--- config.mk ---
export PLATFORM = sky130hd
export DESIGN_NAME = wbu_rxarbiter_flat
export DESIGN_NICKNAME = d
export VERILOG_FILES = /design/src/rtl/wbu_rxarbiter_if.sv /design/src/rtl/wbu_rxarbiter.sv /design/src/flat_wrapper.sv
export SDC_FILE = /design/constraint.sdc
export NUM_CORES = 1
export LEC_CHECK = 0
export BUFFER_PORTS_ARGS = -buffer_cell sky130_fd_sc_hd__buf_2
export CAP_MARGIN = 20
export CORE_MARGIN = 4
export CORE_UTILIZATION = 44
export DETAILED_ROUTE_END_ITERATION = 10
export HOLD_SLACK_MARGIN = 0.03
export PLACE_DENSITY = 0.66
export SLEW_MARGIN = 10
export SYNTH_ARGS = -nofsm -noshare
export SYNTH_HDL_FRONTEND = slang
export SYNTH_SLANG_ARGS = --single-unit
--- constraint.sdc ---
create_clock -name i_clk -period 2.2 [get_ports i_clk]
set_clock_uncertainty 0.1 [all_clocks]
set_input_delay 0.22 -clock i_clk [delete_from_list [all_inputs] [get_ports i_clk]]
set_output_delay 0.22 -clock i_clk [all_outputs]
set_load 0.005 [all_outputs]
--- src/rtl/wbu_rxarbiter_if.sv ---
// Byte-stream bundle between the two debug sources, the receive arbiter and
// the hex decoder.
interface wbu_rxarbiter_if;
  logic       i_a_stb;
  logic [7:0] i_a_byte;
  logic       o_a_busy;
  logic       i_b_stb;
  logic [7:0] i_b_byte;
  logic       o_b_busy;
  logic       o_stb;
  logic [7:0] o_byte;
  logic       i_busy;
  logic       o_owner;
  logic       o_locked;

  modport slave (
    input  i_a_stb, i_a_byte, i_b_stb, i_b_byte, i_busy,
    output o_a_busy, o_b_busy, o_stb, o_byte, o_owner, o_locked
  );

  modport master (
    output i_a_stb, i_a_byte, i_b_stb, i_b_byte, i_busy,
    input  o_a_busy, o_b_busy, o_stb, o_byte, o_owner, o_locked
  );
endinterface

--- src/rtl/wbu_rxarbiter.sv ---
// Two-source receive arbiter for the debug bus: locks to one source per command
// line, releases on newline or idle timeout, and lets the other host preempt with ^C.
module wbu_rxarbiter #(
  parameter int TIMEOUT_BITS = 10
) (
  input logic            i_clk,
  input logic            i_reset_n,
  wbu_rxarbiter_if.slave bus
);

  typedef enum logic [1:0] {IDLE, LOCK_A, LOCK_B} state_t;

  localparam logic [7:0]              NL      = 8'h0A;
  localparam logic [6:0]              SOFT    = 7'h03;
  localparam logic [TIMEOUT_BITS-1:0] CNT_MAX = '1;

  state_t                  state_q, state_d;
  logic                    owner_q, owner_d;
  logic                    last_owner_q, last_owner_d;
  logic [TIMEOUT_BITS-1:0] cnt_q, cnt_d;
  logic                    stb_q, locked_q;
  logic [7:0]              byte_q;
  logic                    out_ready, accept_a, accept_b;

  function automatic logic [TIMEOUT_BITS-1:0] sat_inc(input logic [TIMEOUT_BITS-1:0] c);
    return (c == CNT_MAX) ? c : c + 1'b1;
  endfunction

  assign out_ready = !stb_q || !bus.i_busy;

  always_comb begin
    state_d      = state_q;
    owner_d      = owner_q;
    last_owner_d = last_owner_q;
    cnt_d        = '0;
    accept_a     = 1'b0;
    accept_b     = 1'b0;
    case (state_q)
      IDLE: begin
        // On a tie the source that did not own the previous line wins
        accept_a = out_ready && bus.i_a_stb && (!bus.i_b_stb || last_owner_q);
        accept_b = out_ready && bus.i_b_stb && (!bus.i_a_stb || !last_owner_q);
        if (accept_a) begin
          owner_d      = 1'b0;
          last_owner_d = 1'b0;
          if (bus.i_a_byte != NL) state_d = LOCK_A;
        end else if (accept_b) begin
          owner_d      = 1'b1;
          last_owner_d = 1'b1;
          if (bus.i_b_byte != NL) state_d = LOCK_B;
        end
      end
      LOCK_A: begin
        accept_b = out_ready && bus.i_b_stb && (bus.i_b_byte[6:0] == SOFT);
        accept_a = out_ready && bus.i_a_stb && !accept_b;
        if (accept_b) begin
          state_d      = LOCK_B;
          owner_d      = 1'b1;
          last_owner_d = 1'b1;
        end else if (accept_a) begin
          if (bus.i_a_byte == NL) state_d = IDLE;
        end else if (cnt_q == CNT_MAX) begin
          state_d = IDLE;
        end else begin
          cnt_d = sat_inc(cnt_q);
        end
      end
      LOCK_B: begin
        accept_a = out_ready && bus.i_a_stb && (bus.i_a_byte[6:0] == SOFT);
        accept_b = out_ready && bus.i_b_stb && !accept_a;
        if (accept_a) begin
          state_d      = LOCK_A;
          owner_d      = 1'b0;
          last_owner_d = 1'b0;
        end else if (accept_b) begin
          if (bus.i_b_byte == NL) state_d = IDLE;
        end else if (cnt_q == CNT_MAX) begin
          state_d = IDLE;
        end else begin
          cnt_d = sat_inc(cnt_q);
        end
      end
      default: state_d = IDLE;
    endcase
  end

  always_ff @(posedge i_clk or negedge i_reset_n) begin
    if (!i_reset_n) begin
      state_q <= IDLE;
    end else begin
      state_q <= state_d;
    end
  end

  always_ff @(posedge i_clk or negedge i_reset_n) begin
    if (!i_reset_n) begin
      owner_q      <= 1'b0;
      last_owner_q <= 1'b1;
      cnt_q        <= '0;
      locked_q     <= 1'b0;
      stb_q        <= 1'b0;
      byte_q       <= 8'h00;
    end else begin
      owner_q      <= owner_d;
      last_owner_q <= last_owner_d;
      cnt_q        <= cnt_d;
      locked_q     <= (state_d != IDLE);
      // Output register holds its byte while the decoder stalls
      if (out_ready) begin
        stb_q <= accept_a || accept_b;
        if (accept_a || accept_b) byte_q <= accept_a ? bus.i_a_byte : bus.i_b_byte;
      end
    end
  end

  assign bus.o_a_busy = !accept_a;
  assign bus.o_b_busy = !accept_b;
  assign bus.o_stb    = stb_q;
  assign bus.o_byte   = byte_q;
  assign bus.o_owner  = owner_q;
  assign bus.o_locked = locked_q;

endmodule

--- src/flat_wrapper.sv ---
// flat-port wrapper written by rule: the top's interface ports become plain ports
module wbu_rxarbiter_flat 
#(
  parameter int TIMEOUT_BITS = 10
)
  (i_clk, i_reset_n, bus_i_a_stb, bus_i_a_byte, bus_i_b_stb, bus_i_b_byte, bus_i_busy, bus_o_a_busy, bus_o_b_busy, bus_o_stb, bus_o_byte, bus_o_owner, bus_o_locked);
  wbu_rxarbiter_if bus_i ();
  input logic i_clk;
  input logic i_reset_n;
  input wire logic [$bits(bus_i.i_a_stb)-1:0] bus_i_a_stb;
  input wire logic [$bits(bus_i.i_a_byte)-1:0] bus_i_a_byte;
  input wire logic [$bits(bus_i.i_b_stb)-1:0] bus_i_b_stb;
  input wire logic [$bits(bus_i.i_b_byte)-1:0] bus_i_b_byte;
  input wire logic [$bits(bus_i.i_busy)-1:0] bus_i_busy;
  output wire logic [$bits(bus_i.o_a_busy)-1:0] bus_o_a_busy;
  output wire logic [$bits(bus_i.o_b_busy)-1:0] bus_o_b_busy;
  output wire logic [$bits(bus_i.o_stb)-1:0] bus_o_stb;
  output wire logic [$bits(bus_i.o_byte)-1:0] bus_o_byte;
  output wire logic [$bits(bus_i.o_owner)-1:0] bus_o_owner;
  output wire logic [$bits(bus_i.o_locked)-1:0] bus_o_locked;
  assign bus_i.i_a_stb = bus_i_a_stb;
  assign bus_i.i_a_byte = bus_i_a_byte;
  assign bus_i.i_b_stb = bus_i_b_stb;
  assign bus_i.i_b_byte = bus_i_b_byte;
  assign bus_i.i_busy = bus_i_busy;
  assign bus_o_a_busy = bus_i.o_a_busy;
  assign bus_o_b_busy = bus_i.o_b_busy;
  assign bus_o_stb = bus_i.o_stb;
  assign bus_o_byte = bus_i.o_byte;
  assign bus_o_owner = bus_i.o_owner;
  assign bus_o_locked = bus_i.o_locked;
  wbu_rxarbiter #(.TIMEOUT_BITS(TIMEOUT_BITS)) u_core (.i_clk(i_clk), .i_reset_n(i_reset_n), .bus(bus_i));
endmodule
==> results of run 1 <==
## per-layer routing
layer  up-vias  share of wire (%)  track usage (%)
li1        669                  -                -
met2        42                 46            30.73
met3         2                6.0            2.721
met5         -                  0                0
met1       701                 48            27.68
met4         0               0.33            3.807
## logic make-up after synthesis
kind of cell | count (synthesis)
xor+xnor | 8
flops | 24
fa+ha+maj | 5
simple gates | 52
compound gates | 46
buf+inv | 7
## path summary, 6_finish.rpt
path | startpoint | endpoint | cells after the start
min | bus_i_busy | u_core.bus.o_stb | 2
min reg2reg | u_core.bus.o_owner | u_core.bus.o_owner | 1
min in group asynchronous | i_reset_n | u_core.bus.o_owner | 2
max | u_core.bus.o_stb | bus_o_a_busy | 7
max in group asynchronous | i_reset_n | u_core.bus.o_stb | 2
max reg2reg | u_core.bus.o_stb | u_core.bus.o_byte[3] | 7
## synth_stat cells, types with 2 or more instances
cell       number
dfrtp_1        23
nor2_1         18
o22a_1         16
nand2_1         7
a21oi_1         6
ha_1            5
inv_1           5
xor2_1          5
a21o_1          4
nand3_1         4
nand4_1         4
xnor2_1         3
a21bo_2         2
a2bb2oi_1       2
and4_1          2
nor3_1          2
nor4_2          2
nor4b_1         2
o21ai_0         2
or2_1           2
## registers in the layout (all words and copies together), names as in the netlist
signal	count
u_core.cnt_q	10
u_core.bus.o_byte	8
u_core.state_q	2
u_core.last_owner_q	1
u_core.bus.o_stb	1
u_core.bus.o_owner	1
u_core.bus.o_locked	1
## power groups by stage
stage	registers, mW	clock network [mW]	logic (mW)
after floorplan	0.694	0	0.784
after global placement	0.691	0	1.15
after detailed placement	0.696	0	1.17
after CTS	0.690	0.236	1.31
after global routing	0.721	0.255	1.55
final	0.699	0.228	1.42
## repair_timing
item,4_1_cts,5_1_grt
gates resized for setup,11,10
endpoints found under the hold margin,23,0
endpoints found under the setup margin,2,15
hold buffers,1,0
buffers inserted,10,2
pin swaps,9,15
## stage by stage
step | setup slack, ns | area [µm²] | cells | TNS (ns) | utilization, %
global placement | -0.04641 | 1802 | 231 | -0.3400 | 57.14
global route | -0.1555 | 2024 | 248 | -1.406 | 64.21
finish | -0.05204 | 2024 | 248 | -0.06945 | 64.21
CTS | -0.02483 | 1967 | 246 | -0.03201 | 62.38
floorplan | 0.1052 | 1488 | 142 | 0 | -
detailed placement | -0.06290 | 1802 | 231 | -0.5268 | 57.14
## layout make-up
| cell class | instances | area, µm² |
|---|---|---|
| Clock buffer | 4 | 36.28 |
| Inverter | 5 | 18.77 |
| Timing Repair Buffer | 60 | 381.6 |
| Tap cell | 44 | 55.05 |
| Sequential cell | 24 | 604.3 |
| Multi-Input combinational cell | 111 | 928.4 |
| Fill cell | 287 | 1129 |
==> results.py, run 1 <==
metrics = {
    "yosys": {
        "yosys-mux-area-fraction_pct": 0,
        "ys_types": 46,
        "syn_area_per_cell_um2": 10.48,
        "synthesis.nets": 168,
        "synth.area.top_cells": "dfrtp_1 (39%), o22a_1 (9.4%), nor2_1 (4.5%)",
        "synthSimpleGateAreaFrac_pct": 19.85,
        "synthAdderAreaFrac_pct": 4.205,
        "ys.warnings.count": 0,
        "synth_xor_xnor_area_share_pct": 4.710,
        "synth_cells": 142,
        "synth_edf_count": 0,
        "synth_top_family_by_area": "compound AO/OA/AOI/OAI gates",
        "synth_seq_area_share_pct": 40.45,
        "synth_area_um2": 1488,
        "yosysTopAreaCell": "dfrtp_1",
        "synth_compound_area_share_pct": 28.76,
        "ys_async_sr_fraction_pct": 100.0,
        "ys_seq_elements": 24,
        "synth_ff_type": "dfrtp_1",
        "synth_top_area_share_pct": 38.69,
    },
    "floorplan": {
        "fp.coreArea_um2": 3153,
        "die_h_um": 66.15,
        "start_util_pct": 47.18,
        "rows": 20,
        "die_w_um": 66.15,
        "dieArea_um2": 4375,
        "ios": 34,
    },
    "grt": {
        "grt_overflow": 0,
        "grt_pass1_wl_mm": 6.506,
        "grt_pass1_vias": 1396,
        "grt_usage_pct": 19.23,
        "antenna_found_initial": 0,
        "grt_max_degree": 25,
    },
    "sta": {
        "finalWorstPathRequiredPeriod_ns": 2.252,
        "tightest_slew_ns": 0.6283,
        "fin_ws_ns": -0.05204,
        "fin_crit_sh_pct": 102.4,
        "whs_ns": 0.1461,
        "hold_viol_final": 0,
        "drv_slew": 0,
        "finalSetupViolations": 2,
        "grt_setup_unrepaired": "yes",
        "fmax_mhz": 444.0,
        "slew_headroom_pct": 58.11,
    },
    "route": {
        "antenna_left": 0,
        "viasPerCell": 5.702,
        "drt-initial-drc-count": 133,
        "drc_errors": 0,
        "wirelength_mm": 3.992,
        "drtPass1Iterations": 4,
        "vias": 1414,
        "wire_per_inst_um": 16.10,
    },
    "power_and_ir_drop": {
        "total_power_mw": 2.348,
        "cellLeakagePower_nw": 0.8862,
        "p_per_area_nw_per_um2": 1160,
        "combPwrFrac_pct": 60.5,
        "seqPwrFrac_pct": 29.8,
        "worst_ir_drop_vdd_v": 0.0006571,
        "power_frac_clock_pct": 9.7,
        "switching_share_pct": 39.03,
        "p_sw_mw": 0.9165,
        "p_int_mw": 1.432,
    },
    "setup_path": {
        "cp_max_fo": 5,
        "cp_data_arrival_time_ns": 1.93,
        "critPathCaptureType": "output port",
        "cpMaxStageDelayCell": "dfrtp_2",
        "slowest_delay_ns": 0.47,
        "cp.required_ns": 1.88,
        "r2r_slack_ns": 0.02,
        "cp_cell_sequence": "a21bo_4 -> nor4_2 -> buf_4 -> a221oi_4 -> buf_6 -> or2_1 -> buf_2",
        "crit_buf_inv": 3,
        "path_class": "reg -> out",
        "crit_family": "flip-flops",
        "start_kind": "register",
    },
    "run_status": {
        "violations": "negative setup slack",
        "outcome": "finished with violations",
    },
    "cts": {
        "htree_levels": 1,
        "ctsLongestPathBuffers": 2,
        "cts_tree": "built",
        "clkTransAtPathRegs_ns": 0.12,
        "ctsRootBufferMaster": "clkbuf_4",
        "cts_sinks": 24,
        "clock_latency_ns": 0.31,
        "cts_buffers": 3,
    },
    "placement": {
        "gp_congestion": 0.9077,
        "portBuffers": 33,
        "hpwlAfterDp_mm": 2.854,
    },
    "final_layout": {
        "layout_common_cells": "buf_2 (33), buf_4 (23), dfrtp_1 (21)",
        "layout_commonest_cell": "buf_2",
        "drive_gt1_share_pct": 44.12,
        "nets": 231,
        "antenna_cells": 0,
        "area_growth_pct": 36.08,
    },
    "job": {
        "cap_violations": 0,
    },
    "min_path": {
        "hold_class": "in -> reg",
    },
}
Note: power is estimated with default switching activity, not from simulation.
==> inputs of run 2 (changes only) <==
--- a/config.mk
+++ b/config.mk
@@ -9,9 +9,11 @@
 export CAP_MARGIN = 20
 export CORE_MARGIN = 4
 export CORE_UTILIZATION = 44
+export CTS_CLUSTER_SIZE = 8
 export DETAILED_ROUTE_END_ITERATION = 10
 export HOLD_SLACK_MARGIN = 0.03
-export PLACE_DENSITY = 0.66
+export PLACE_DENSITY = 0.78
+export SETUP_SLACK_MARGIN = 0.15
 export SLEW_MARGIN = 10
 export SYNTH_ARGS = -nofsm -noshare
 export SYNTH_HDL_FRONTEND = slang
==> run 2 against run 1 <==
The run still ends with negative setup slack left. Worst hold slack got worse by 0.027 ns. Sequential share of layout area fell by 1.5 points. Core utilization rose by 3.2 points. Non-clock buffer count rose by 3. Routed wire length rose by 13%. Largest power group unchanged. Die area did not move. Clock power rose by 37%. Clock-buffer cell count fell by 1.
==> results.py, run 2 (synthesis gave the netlist of run 1 again) <==
metrics = {
    "run_status": {
        "outcome": "finished with violations",
        "violations": "negative setup slack",
    },
    "route": {
        "drtPass1Iterations": 4,
        "antenna_left": 0,
        "drt-initial-drc-count": 87,
        "vias": 1469,
        "drc_errors": 0,
        "viasPerCell": 5.829,
        "wirelength_mm": 4.504,
        "wire_per_inst_um": 17.87,
    },
    "final_layout": {
        "layout_commonest_cell": "buf_2",
        "area_growth_pct": 42.81,
        "fillers": 253,
        "layout_common_cells": "buf_2 (33), buf_4 (24), dfrtp_1 (22)",
        "fin_area_um2": 2125,
        "drive_gt1_share_pct": 46.63,
        "largest-register": "u_core.cnt_q",
        "register_area_um2": 603.1,
        "largest_reg_flops": 10,
        "nets": 235,
        "antenna_cells": 0,
        "multi_input_area_um2": 983.4,
    },
    "setup_path": {
        "crit_family": "compound AO/OA/AOI/OAI gates",
        "slowest_delay_ns": 0.45,
        "critPathCaptureType": "output port",
        "crit_path_start": "u_core.bus.o_stb",
        "cp_max_fo": 3,
        "start_kind": "register",
        "cp.required_ns": 1.88,
        "crit_buf_inv": 3,
        "cp_cell_sequence": "buf_4 -> a21boi_1 -> o311a_4 -> a221oi_4 -> buf_6 -> or2_1 -> buf_2",
        "cpMaxStageDelayCell": "dfrtp_1",
        "reg2reg_from": "u_core.bus.o_stb",
        "cp_data_arrival_time_ns": 1.94,
        "r2r_slack_ns": 0.06,
        "path_class": "reg -> out",
    },
    "floorplan": {
        "dieArea_um2": 4375,
        "die_w_um": 66.15,
        "fp.coreArea_um2": 3153,
        "start_util_pct": 47.18,
        "rows": 20,
        "ios": 34,
        "die_h_um": 66.15,
    },
    "power_and_ir_drop": {
        "cellLeakagePower_nw": 0.9195,
        "total_power_mw": 2.615,
        "switching_share_pct": 38.57,
        "power_frac_clock_pct": 12.0,
        "p_sw_mw": 1.009,
        "worst_ir_drop_vdd_v": 0.0009258,
        "p_per_area_nw_per_um2": 1231,
        "p_int_mw": 1.606,
        "combPwrFrac_pct": 61.4,
        "seqPwrFrac_pct": 26.7,
    },
    "sta": {
        "drv_slew": 0,
        "fmax_mhz": 441.5,
        "finalSetupViolations": 2,
        "fin_ws_ns": -0.06489,
        "hold_viol_final": 0,
        "finalWorstPathRequiredPeriod_ns": 2.265,
        "tightest_slew_ns": 0.5093,
        "whs_ns": 0.1192,
        "slew_headroom_pct": 66.05,
        "grt_setup_unrepaired": "yes",
        "fin_crit_sh_pct": 102.9,
    },
    "min_path": {
        "worstHoldStart": "bus_i_busy",
        "hold_class": "in -> reg",
    },
    "grt": {
        "grt_max_degree": 25,
        "grt_pass1_vias": 1524,
        "grt_usage_pct": 20.82,
        "antenna_found_initial": 0,
        "grt_pass1_wl_mm": 7.044,
        "grt_overflow": 0,
    },
    "cts": {
        "cts_buffers": 3,
        "htree_levels": 1,
        "ctsRootBufferMaster": "clkbuf_4",
        "cts_sinks": 24,
        "ctsLongestPathBuffers": 2,
        "clkTransAtPathRegs_ns": 0.13,
        "clock_latency_ns": 0.31,
        "cts_tree": "built",
    },
    "placement": {
        "gp_congestion": 0.8630,
        "place_area_um2": 1794,
        "portBuffers": 33,
        "hpwlAfterDp_mm": 3.043,
    },
    "job": {
        "cap_violations": 0,
    },
}
==> run 2: through the flow <==
step           util, %  worst slack [ns]  instances   TNS, ns
3_5_place_dp     56.90          -0.06045        230   -0.5097
2_1_floorplan        -            0.1711        142         0
3_3_place_gp     56.90         -0.009690        230  -0.01428
5_1_grt          67.38           -0.1868        252   -0.3341
6_report         67.38          -0.06489        252  -0.08957
4_1_cts          64.09          -0.03816        247  -0.03816
==> run 2: worst paths after layout <==
kind                                   endpoint  depth (start not counted)
setup / recovery                   bus_o_a_busy                          7
hold / removal                 u_core.bus.o_stb                          2
setup reg to reg           u_core.bus.o_byte[6]                          8
hold reg to reg              u_core.bus.o_owner                          1
max in group asynchronous     u_core.state_q[0]                          2
min in group asynchronous       u_core.cnt_q[4]                          2
==> run 2: worst reg2reg max path: cells and delay by family, from the launching register on <==
family	cells	cell delay, ns
compound gates	6	1.19
flops	1	0.45
buf+inv	2	0.30
==> run 2: what timing repair did <==
| action | CTS | global route |
|---|---|---|
| setup buffers | 12 | 4 |
| endpoints found under the setup margin | 13 | 19 |
| pin swaps | 22 | 11 |
| hold endpoints to repair | 23 | 0 |
| gates resized for setup | 18 | 13 |
| cloned | 0 | 1 |
| hold buffers | 1 | 0 |
==> run 2: area by class of cell <==
class / count / share of cell area [%]
multi-input cells: 112 / 46.29
flip-flops and latches: 24 / 28.39
repair buffers: 63 / 19.38
well taps: 44 / 2.591
clock inverters: 1 / 1.413
clock buffers: 3 / 1.060
inverters: 5 / 0.8834
==> run 2: layer usage <==
layer,GRT usage (%),vias up,share of wire (%)
met1,25.94,720,41
li1,-,676,-
met4,8.629,0,3.9
met5,0,-,0
met3,2.721,17,5.1
met2,35.94,56,50
==> run 2: power groups by stage <==
| stage | registers, mW | clock network (mW) | logic, mW |
|---|---|---|---|
| global route | 0.714 | 0.341 | 1.72 |
| global placement | 0.692 | 0 | 1.15 |
| CTS | 0.692 | 0.320 | 1.40 |
| floorplan | 0.694 | 0 | 0.784 |
| finish | 0.697 | 0.313 | 1.60 |
| detailed placement | 0.700 | 0 | 1.18 |
